<file path="config.mk">
export PLATFORM = sky130hd
export DESIGN_NAME = time_set_ctrl
export DESIGN_NICKNAME = d
export VERILOG_FILES = /design/src/rtl/time_pkg.sv /design/src/rtl/key_debounce.sv /design/src/rtl/time_set_ctrl.sv
export SDC_FILE = /design/constraint.sdc
export NUM_CORES = 1
export LEC_CHECK = 0
export ABC_AREA = 1
export CORE_MARGIN = 1
export CORE_UTILIZATION = 48
export DETAILED_ROUTE_END_ITERATION = 16
export GPL_TIMING_DRIVEN = 0
export PLACE_DENSITY = 0.77
export SLEW_MARGIN = 20
export SYNTH_ARGS = -nofsm -noshare
export SYNTH_HDL_FRONTEND = slang
export SYNTH_SLANG_ARGS = --single-unit
</file>
<file path="constraint.sdc">
create_clock -name clk -period 1.6 [get_ports clk]
set_clock_uncertainty 0.2 [all_clocks]
set_input_delay 0.32 -clock clk [delete_from_list [all_inputs] [get_ports clk]]
set_output_delay 0.32 -clock clk [all_outputs]
set_load 0.01 [all_outputs]
</file>
<file path="src/rtl/time_pkg.sv">
`default_nettype none
// ============================================================================
//  Module   : time_pkg
//  Purpose  : Shared mode/field encodings, BCD limits and the two-digit BCD
//             increment used by the time/alarm setting front end.
//  Revision : 1.0 - initial release
// ============================================================================
package time_pkg;

    // Edit mode, also driven out for display blinking
    typedef enum logic [1:0] {
        MODE_RUN      = 2'd0,
        MODE_SET_TIME = 2'd1,
        MODE_SET_ALM  = 2'd2
    } mode_e;

    // Selected field index
    localparam logic [1:0] FLD_HOUR = 2'd0;
    localparam logic [1:0] FLD_MIN  = 2'd1;
    localparam logic [1:0] FLD_SEC  = 2'd2;

    // Upper limits of a two-digit BCD field
    localparam logic [7:0] HOUR_MAX = 8'h23;
    localparam logic [7:0] MS_MAX   = 8'h59;

    // Increment {shi,ge}; wraps to 00 at the limit or on any non-BCD digit.
    // Valid BCD orders the same as binary, so a plain compare against the
    // limit is enough once both digits are known to be 0..9.
    function automatic logic [7:0] bcd2_inc(input logic [7:0] value,
                                            input logic [7:0] limit);
        logic [7:0] res;
        if ((value[7:4] > 4'd9) || (value[3:0] > 4'd9) || (value >= limit)) begin
            res = 8'h00;
        end else if (value[3:0] == 4'd9) begin
            res = {value[7:4] + 4'd1, 4'd0};
        end else begin
            res = {value[7:4], value[3:0] + 4'd1};
        end
        return res;
    endfunction

endpackage
`default_nettype wire

</file>
<file path="src/rtl/key_debounce.sv">
`default_nettype none
// ============================================================================
//  Module   : key_debounce
//  Purpose  : Two-flop synchroniser, stability counter and falling-edge
//             detector for one active-low push-button. Emits a one-cycle
//             press pulse DB_CNT+3 cycles after the key settles low.
//  Revision : 1.0 - initial release
// ============================================================================
module key_debounce #(
    parameter int DB_CNT = 4
) (
    input  logic clk,
    input  logic rst_n,
    input  logic key_n,
    output logic press
);
    localparam int             CW      = (DB_CNT < 1) ? 1 : $clog2(DB_CNT + 1);
    localparam logic [CW-1:0]  CNT_MAX = CW'(DB_CNT);

    logic          sync1_q, sync2_q;
    logic          stable_q, stable_d;
    logic          press_q, press_d;
    logic [CW-1:0] cnt_q, cnt_d;

    // Count how long the synchronised level has disagreed with the accepted one
    always_comb begin
        cnt_d    = '0;
        stable_d = stable_q;
        if (sync2_q != stable_q) begin
            if (cnt_q == CNT_MAX) begin
                stable_d = sync2_q;
            end else begin
                cnt_d = cnt_q + 1'b1;
            end
        end
        // Only the high-to-low move of the accepted level is a press
        press_d = stable_q & ~stable_d;
    end

    // Synchroniser, counter, accepted level and pulse registers; keys idle high
    always_ff @(posedge clk or negedge rst_n) begin
        if (!rst_n) begin
            sync1_q  <= 1'b1;
            sync2_q  <= 1'b1;
            stable_q <= 1'b1;
            cnt_q    <= '0;
            press_q  <= 1'b0;
        end else begin
            sync1_q  <= key_n;
            sync2_q  <= sync1_q;
            stable_q <= stable_d;
            cnt_q    <= cnt_d;
            press_q  <= press_d;
        end
    end

    assign press = press_q;

endmodule
`default_nettype wire

</file>
<file path="src/rtl/time_set_ctrl.sv">
`default_nettype none
// ============================================================================
//  Module   : time_set_ctrl
//  Purpose  : Key-driven front end that edits the clock core's load digits
//             and the alarm time/enable. Editing starts from the running time.
//  Revision : 1.0 - initial release
// ============================================================================
module time_set_ctrl
    import time_pkg::*;
#(
    parameter int DB_CNT = 4
) (
    input  logic       clk,
    input  logic       rst_n,
    input  logic       key_mode_n,
    input  logic       key_sel_n,
    input  logic       key_inc_n,
    input  logic       key_alm_n,
    input  logic [3:0] cur_sec_ge,
    input  logic [3:0] cur_sec_shi,
    input  logic [3:0] cur_min_ge,
    input  logic [3:0] cur_min_shi,
    input  logic [3:0] cur_hour_ge,
    input  logic [3:0] cur_hour_shi,
    output logic       set_time_finish,
    output logic [3:0] set_sec_ge,
    output logic [3:0] set_sec_shi,
    output logic [3:0] set_min_ge,
    output logic [3:0] set_min_shi,
    output logic [3:0] set_hour_ge,
    output logic [3:0] set_hour_shi,
    output logic       clock_en,
    output logic [3:0] clock_min_ge,
    output logic [3:0] clock_min_shi,
    output logic [3:0] clock_hour_ge,
    output logic [3:0] clock_hour_shi,
    output logic [1:0] mode,
    output logic [1:0] field
);
    // Key order in the pulse vector: 0 mode, 1 sel, 2 inc, 3 alm
    logic [3:0] keys_n;
    logic [3:0] press;

    assign keys_n = {key_alm_n, key_inc_n, key_sel_n, key_mode_n};

    for (genvar i = 0; i < 4; i++) begin : g_keys
        key_debounce #(
            .DB_CNT (DB_CNT)
        ) u_db (
            .clk   (clk),
            .rst_n (rst_n),
            .key_n (keys_n[i]),
            .press (press[i])
        );
    end

    mode_e      state_q, state_d;
    logic [1:0] field_q, field_d;
    logic       finish_q, finish_d;
    logic       alm_en_q, alm_en_d;
    logic [7:0] set_hour_q, set_hour_d;
    logic [7:0] set_min_q, set_min_d;
    logic [7:0] set_sec_q, set_sec_d;
    logic [7:0] alm_hour_q, alm_hour_d;
    logic [7:0] alm_min_q, alm_min_d;

    // Next state: mode beats sel beats inc; alm toggles independently
    always_comb begin
        state_d    = state_q;
        field_d    = field_q;
        finish_d   = finish_q;
        alm_en_d   = alm_en_q;
        set_hour_d = set_hour_q;
        set_min_d  = set_min_q;
        set_sec_d  = set_sec_q;
        alm_hour_d = alm_hour_q;
        alm_min_d  = alm_min_q;

        if (press[0]) begin
            field_d = FLD_HOUR;
            case (state_q)
                MODE_RUN: begin
                    set_hour_d = {cur_hour_shi, cur_hour_ge};
                    set_min_d  = {cur_min_shi, cur_min_ge};
                    set_sec_d  = {cur_sec_shi, cur_sec_ge};
                    finish_d   = 1'b0;
                    state_d    = MODE_SET_TIME;
                end
                MODE_SET_TIME: begin
                    finish_d = 1'b1;
                    state_d  = MODE_SET_ALM;
                end
                default: begin
                    state_d = MODE_RUN;
                end
            endcase
        end else if (press[1]) begin
            case (state_q)
                MODE_SET_TIME: field_d = (field_q == FLD_SEC) ? FLD_HOUR : field_q + 2'd1;
                MODE_SET_ALM:  field_d = (field_q == FLD_HOUR) ? FLD_MIN : FLD_HOUR;
                default:       field_d = field_q;
            endcase
        end else if (press[2]) begin
            if (state_q == MODE_SET_TIME) begin
                case (field_q)
                    FLD_HOUR: set_hour_d = bcd2_inc(set_hour_q, HOUR_MAX);
                    FLD_MIN:  set_min_d  = bcd2_inc(set_min_q, MS_MAX);
                    FLD_SEC:  set_sec_d  = bcd2_inc(set_sec_q, MS_MAX);
                    default:  set_sec_d  = set_sec_q;
                endcase
            end else if (state_q == MODE_SET_ALM) begin
                case (field_q)
                    FLD_HOUR: alm_hour_d = bcd2_inc(alm_hour_q, HOUR_MAX);
                    FLD_MIN:  alm_min_d  = bcd2_inc(alm_min_q, MS_MAX);
                    default:  alm_min_d  = alm_min_q;
                endcase
            end
        end

        if (press[3]) begin
            alm_en_d = ~alm_en_q;
        end
    end

    // State and output registers; reset returns to RUN with the core running
    always_ff @(posedge clk or negedge rst_n) begin
        if (!rst_n) begin
            state_q    <= MODE_RUN;
            field_q    <= FLD_HOUR;
            finish_q   <= 1'b1;
            alm_en_q   <= 1'b0;
            set_hour_q <= 8'h00;
            set_min_q  <= 8'h00;
            set_sec_q  <= 8'h00;
            alm_hour_q <= 8'h00;
            alm_min_q  <= 8'h00;
        end else begin
            state_q    <= state_d;
            field_q    <= field_d;
            finish_q   <= finish_d;
            alm_en_q   <= alm_en_d;
            set_hour_q <= set_hour_d;
            set_min_q  <= set_min_d;
            set_sec_q  <= set_sec_d;
            alm_hour_q <= alm_hour_d;
            alm_min_q  <= alm_min_d;
        end
    end

    assign mode            = state_q;
    assign field           = field_q;
    assign set_time_finish = finish_q;
    assign clock_en        = alm_en_q;
    assign {set_hour_shi, set_hour_ge}     = set_hour_q;
    assign {set_min_shi, set_min_ge}       = set_min_q;
    assign {set_sec_shi, set_sec_ge}       = set_sec_q;
    assign {clock_hour_shi, clock_hour_ge} = alm_hour_q;
    assign {clock_min_shi, clock_min_ge}   = alm_min_q;

endmodule
`default_nettype wire
</file>
* Word level (Yosys, flattened, before mapping)
Index checks and enable logic that the tools add are counted.
** Word-level totals
- Register bits after elaboration :: 74
- Input port bits :: 30
- Output and inout port bits :: 46
- Word-level logic and storage cells :: 183
** Operators by class
- $add $sub $neg :: 15
- Order comparisons :: 15
- Equal/unequal tests :: 19
- Muxes and demuxes :: 51
- Bitwise logic cells :: 12
- Reductions and logical operators :: 37
** Operators with widths (count)
- $mux 8 :: 28
- $add 4x1->4 const B :: 10
- $gt 4x4->1 const B :: 10
- $reduce_and 6->1 :: 5
- $ge 8x7->1 const B :: 3
- $mux 3 :: 8
- $eq 4x4->1 const B :: 5
- $reduce_bool 2->1 :: 9
- $ge 8x6->1 const B :: 2
- $reduce_and 5->1 :: 3
- $reduce_and 7->1 :: 2
- $add 3x1->3 const B :: 4
- $eq 3x3->1 const B :: 4
- $reduce_bool 3->1 :: 4
- $logic_or 1x1->1 :: 10
- $mux 1 :: 9
- $not 1->1 :: 8
- $pmux 2 s2 :: 2
- $mux 2 :: 3
- $and 1x1->1 :: 4
- $eq 2x1->1 const B :: 2
- $eq 2x2->1 const B :: 2
- $logic_not 2->1 :: 2
- $ne 1x1->1 :: 4
- other kinds (4) :: 6

* Logic depth before layout (Yosys ltp)
- Depth after elaboration :: 9
- Gate-level depth with buffers :: 10
- Gate-level depth less buffers :: 10

* Cells and area by module
A second synthesis with hierarchy kept.
** Unflattened totals
- Cells, all modules :: 545
- Area, all modules :: 4276.6 µm²
** Modules (own cells, without submodules)
- time_set_ctrl :: times used 1, cells an instance 437, area each 3155.5 µm², seq. area each 1152.4 µm²
- key_debounce :: times used 4, cells an instance 27, area each 280.3 µm², seq. area each 178.9 µm²

* Least setup slack after synthesis
OpenSTA, ideal clock, no wires.
- Path kind :: reg-to-reg
- Start :: register state_q[1] (netlist: mode[1])
- End :: register set_hour_q[6]
- Setup time :: 0.118 ns
- Arrival :: 1.357 ns
- Data required time :: 1.282 ns
- Path slack :: -0.074 ns
- Cell stages (with the launch flop) :: 10
- Path buffers :: 0
- Clock period less this slack :: 1.674 ns
- Cells stage by stage :: dfrtp_1 inv_1 ha_1 inv_1 o21ai_4 nand2_4 a21oi_4 nand2_4 nand2_1 o21ai_2
** On the way
- Word-level cells in the longest chain between the ends :: 3
- Elaborated cells between the ends (all ways) :: 5
- Those cells by class :: 2 x eq/ne; 3 x reduce/logical
** RTL lines
- start: declaration :: RTL line time_set_ctrl.sv:57 : mode_e state_q, state_d;
- start signal: assignment :: RTL line time_set_ctrl.sv:138 : state_q <= state_d;
- $logic_not 2->1 or $eq 2x1->1 (tied branches) :: RTL line time_set_ctrl.sv:81, time_set_ctrl.sv:104
- $ne 2x2->1 (no source line) or $reduce_bool 2->1 (tied branches)
- $reduce_and 6->1 (no source line) (*)
- end signal: assignment :: RTL line time_set_ctrl.sv:142 : set_hour_q <= set_hour_d;
- end: declaration :: RTL line time_set_ctrl.sv:61 : logic [7:0] set_hour_q, set_hour_d;
Mark *: on every way between the ends. The rest lies on a longest branch, timed or not.
A chain may end at the register's enable or synchronous reset.

* Final worst setup path
- Start :: register state_q[1] (netlist: mode[1])
- End :: register set_hour_q[5]
The elaborated chain is that of the path after synthesis.

==> results.py <==
metrics = {
    "global_route": {
        "grt_pass1_wl_microns": 16400,
        "grt_pass1_vias": 3676,
        "track_usage": 0.233,
        "antenna_found_initial": 0,
        "gr-total-overflow": 0,
        "grt_max_degree": 52,
    },
    "clock_tree": {
        "cts-buffers-inserted": 9,
        "clockBufferDepth": 2,
        "numClockSinks": 74,
        "cts_root_buffer": "clkbuf_8",
        "cts.htree.levels": 3,
        "cts.clk_slew.worst_paths_ns": 0.09,
        "clk_latency_ns": 0.36,
        "cts_tree": "done",
    },
    "power": {
        "power.total_mw": 9.67,
        "p_leak_nw": 3.08,
        "ir_drop_mv": 0.889,
        "powerDensity_nw_per_um2": 1630,
    },
    "synthesis": {
        "yosysSeqAreaShare": 0.439,
        "synthCells": 533,
        "ys_types": 35,
        "syn_nets": 590,
        "synth_area_sq_um": 4260,
        "avgSynthCellArea_sq_um": 7.99,
        "synth_seq_cells": 74,
        "synth_top_area_cell": "dfrtp_1",
        "ys_top_cells_by_area": "dfrtp_1, nand2_1, dfstp_2",
        "ys.warnings.count": 0,
        "post-synth-top-area-fraction": 0.359,
    },
    "sta": {
        "worstMarginPinSlew_ns": 0.524,
        "min_period_ns": 1.76,
        "hold_viol": 0,
        "post-route-period-util": 1.10,
        "slew_headroom": 0.649,
        "setup_tns_ns": -3.42,
        "setup_viol": 36,
        "rsz0062_at_grt": "true",
        "hold_ws_ns": 0.158,
        "fin_ws_ns": -0.163,
        "maxSlewViolCount": 0,
        "timing.fmax_mhz": 567,
    },
    "setup_path": {
        "cp.required_ns": 1.65,
        "worstSetupEndpointType": "flip-flop",
        "r2r-start": "mode[1]$_DFFE_PN0P_",
        "critPathKind": "reg -> reg",
        "r2r_slack_ns": -0.16,
        "critPathLaunchType": "flip-flop",
        "crit_fanout": 7,
        "reg2reg_depth": 9,
        "reg2reg_to": "set_hour_q[5]$_DFFE_PN0P_",
        "worstPathArrival_ns": 1.82,
    },
    "detailed_routing": {
        "routed_wl_microns": 10300,
        "dr.pass1.iters": 4,
        "vias": 3841,
        "detail-route-antenna-nets": 0,
        "detail_route.wl_per_cell_microns": 13.3,
        "drc": 0,
        "first_iter_violations": 123,
        "vias_per_cell": 4.95,
    },
    "cells_and_area": {
        "area_delta_synth_final_pct": 39.1,
        "fill_cells": 648,
        "antennaDiodeCount": 0,
        "nets": 723,
        "finalNonFillerCells": 776,
        "drive_gt1_frac": 0.264,
    },
    "floorplan": {
        "core_sq_um": 8380,
        "io_pins": 76,
        "dieArea_sq_um": 9250,
        "die_y_microns": 96.2,
        "start_util": 0.508,
        "fp-row-count": 33,
        "die_x_microns": 96.2,
    },
    "min_path": {
        "min_from": "key_sel_n",
        "holdPathEnd": "g_keys[1].u_db.sync1_q$_DFF_PN1_",
        "whs_path_depth": 1,
        "hp-class": "in -> reg",
    },
    "run_status": {
        "violations": "negative setup slack",
        "outcome": "finished, violations left",
    },
    "placement": {
        "dp.cells": 714,
        "hpwl_microns": 6700,
        "port_buffers": 75,
        "gp_congestion": 0.878,
    },
    "job": {
        "max_cap_violations": 0,
    },
}
## state kept, by name, summed over array words and instances, names as in the netlist, 8 cells and up
name	flops
set_sec_q	8
g_keys.u_db.cnt_q	12
set_min_q	8
set_hour_q	8
alm_hour_q	8
alm_min_q	8
## metal layers
layer / up-vias / part of all wire / GRT usage / wire length [microns]
li1: 1916 / - / - / -
met1: 1811 / 0.40 / 0.267 / 4150
met2: 94 / 0.53 / 0.412 / 5430
met3: 20 / 0.050 / 0.0656 / 515
met4: 0 / 0.020 / 0.0808 / 210
met5: - / 0 / 0 / 0
## worst max-delay path by stage
stage | startpoint | end | slack (ns) | cells after the start
after floorplan | mode[0]$_DFFE_PN0P_ | alm_hour_q[1]$_DFFE_PN0P_ | -0.03 | 9
after global placement | rst_n | mode[0]$_DFFE_PN0P_ | -2.85 | 1
after detailed placement | mode[0]$_DFFE_PN0P_ | alm_hour_q[1]$_DFFE_PN0P_ | -0.21 | 9
after CTS | mode[1]$_DFFE_PN0P_ | set_hour_q[6]$_DFFE_PN0P_ | -0.14 | 9
after global routing | mode[1]$_DFFE_PN0P_ | set_min_q[4]$_DFFE_PN0P_ | -0.22 | 10
final | mode[1]$_DFFE_PN0P_ | set_hour_q[5]$_DFFE_PN0P_ | -0.16 | 9
## placed cells by master, fill, tap and decap left out, types with 6 or more instances in the layout
cell / Yosys / layout
a21boi_2: 5 / 6
inv_4: 0 / 6
o21ai_1: 4 / 9
inv_1: 76 / 70
buf_6: 2 / 6
nor2_4: 2 / 6
ha_1: 27 / 25
nand3_1: 24 / 20
nor2_2: 4 / 11
dlygate4sd2_1: 0 / 19
xnor2_1: 8 / 8
nand4_1: 15 / 15
nand2_2: 6 / 20
nand2_1: 146 / 126
xor2_1: 11 / 11
nand2_4: 3 / 8
clkdlybuf4s50_1: 0 / 28
nor2_1: 74 / 63
buf_4: 1 / 45
o21ai_0: 15 / 7
dfstp_2: 13 / 13
clkbuf_8: 0 / 10
dfrtp_1: 61 / 57
a21oi_1: 10 / 10
clkdlybuf4s15_1: 0 / 19
## per-stage QoR
step,setup WS [ns],util,instance area (sq um)
after floorplan,-0.0337,-,4270
after global placement,-2.85,0.615,5160
after detailed placement,-0.213,0.618,5180
after CTS,-0.138,0.681,5710
after global routing,-0.219,0.707,5920
final,-0.163,0.707,5920
## critical path, cell delays in order, from the launching register on
cell and delay [ns]:
dfrtp_2 0.45, inv_4 0.08, ha_4 0.15, inv_6 0.05, o21ai_4 0.18, nand2_4 0.12, a21oi_4 0.17, nand2_4 0.13
nand2_2 0.09, nand2_1 0.05
## what timing repair did
| action | CTS | global route |
|---|---|---|
| resized for setup | 93 | 73 |
| pin swaps | 25 | 20 |
| endpoints found under the setup margin | 81 | 66 |
| hold buffers | 1 | 0 |
| hold endpoints to repair | 23 | 0 |
| buffers inserted | 34 | 11 |
## final cells by class
type	count	area, sq um	share of cell area
Tap cell	105	131	0.0222
Multi-Input combinational cell	372	2260	0.382
Clock inverter	6	71.3	0.0120
Inverter	81	324	0.0547
Clock buffer	10	138	0.0232
Buffer	6	45.0	0.00760
Sequential cell	74	1870	0.316
Timing Repair Buffer	122	1080	0.182
## where the power goes
group          switching (mW)  total [mW]  internal [mW]
combinational            3.03        5.19           2.16
sequential              0.433        2.95           2.52
clock                   0.756        1.53          0.776
## Yosys cell counts, drive strengths merged
library cell	count
a21boi	9
o211ai	1
o21ai	22
nor2	80
nor3	5
xnor2	8
dfrtp	61
inv	80
nand2	155
clkinv	1
nand3	25
nand4	15
dfstp	13
buf	6
ha	27
o22ai	1
a21oi	13
xor2	11
## kinds of logic after synthesis
logic type / synth area share
compound gates: 0.0752
flops: 0.439
xor+xnor: 0.0391
fa+ha+maj: 0.0793
buf+inv: 0.0823
simple gates: 0.285
Power figures use the tool's default switching activity.
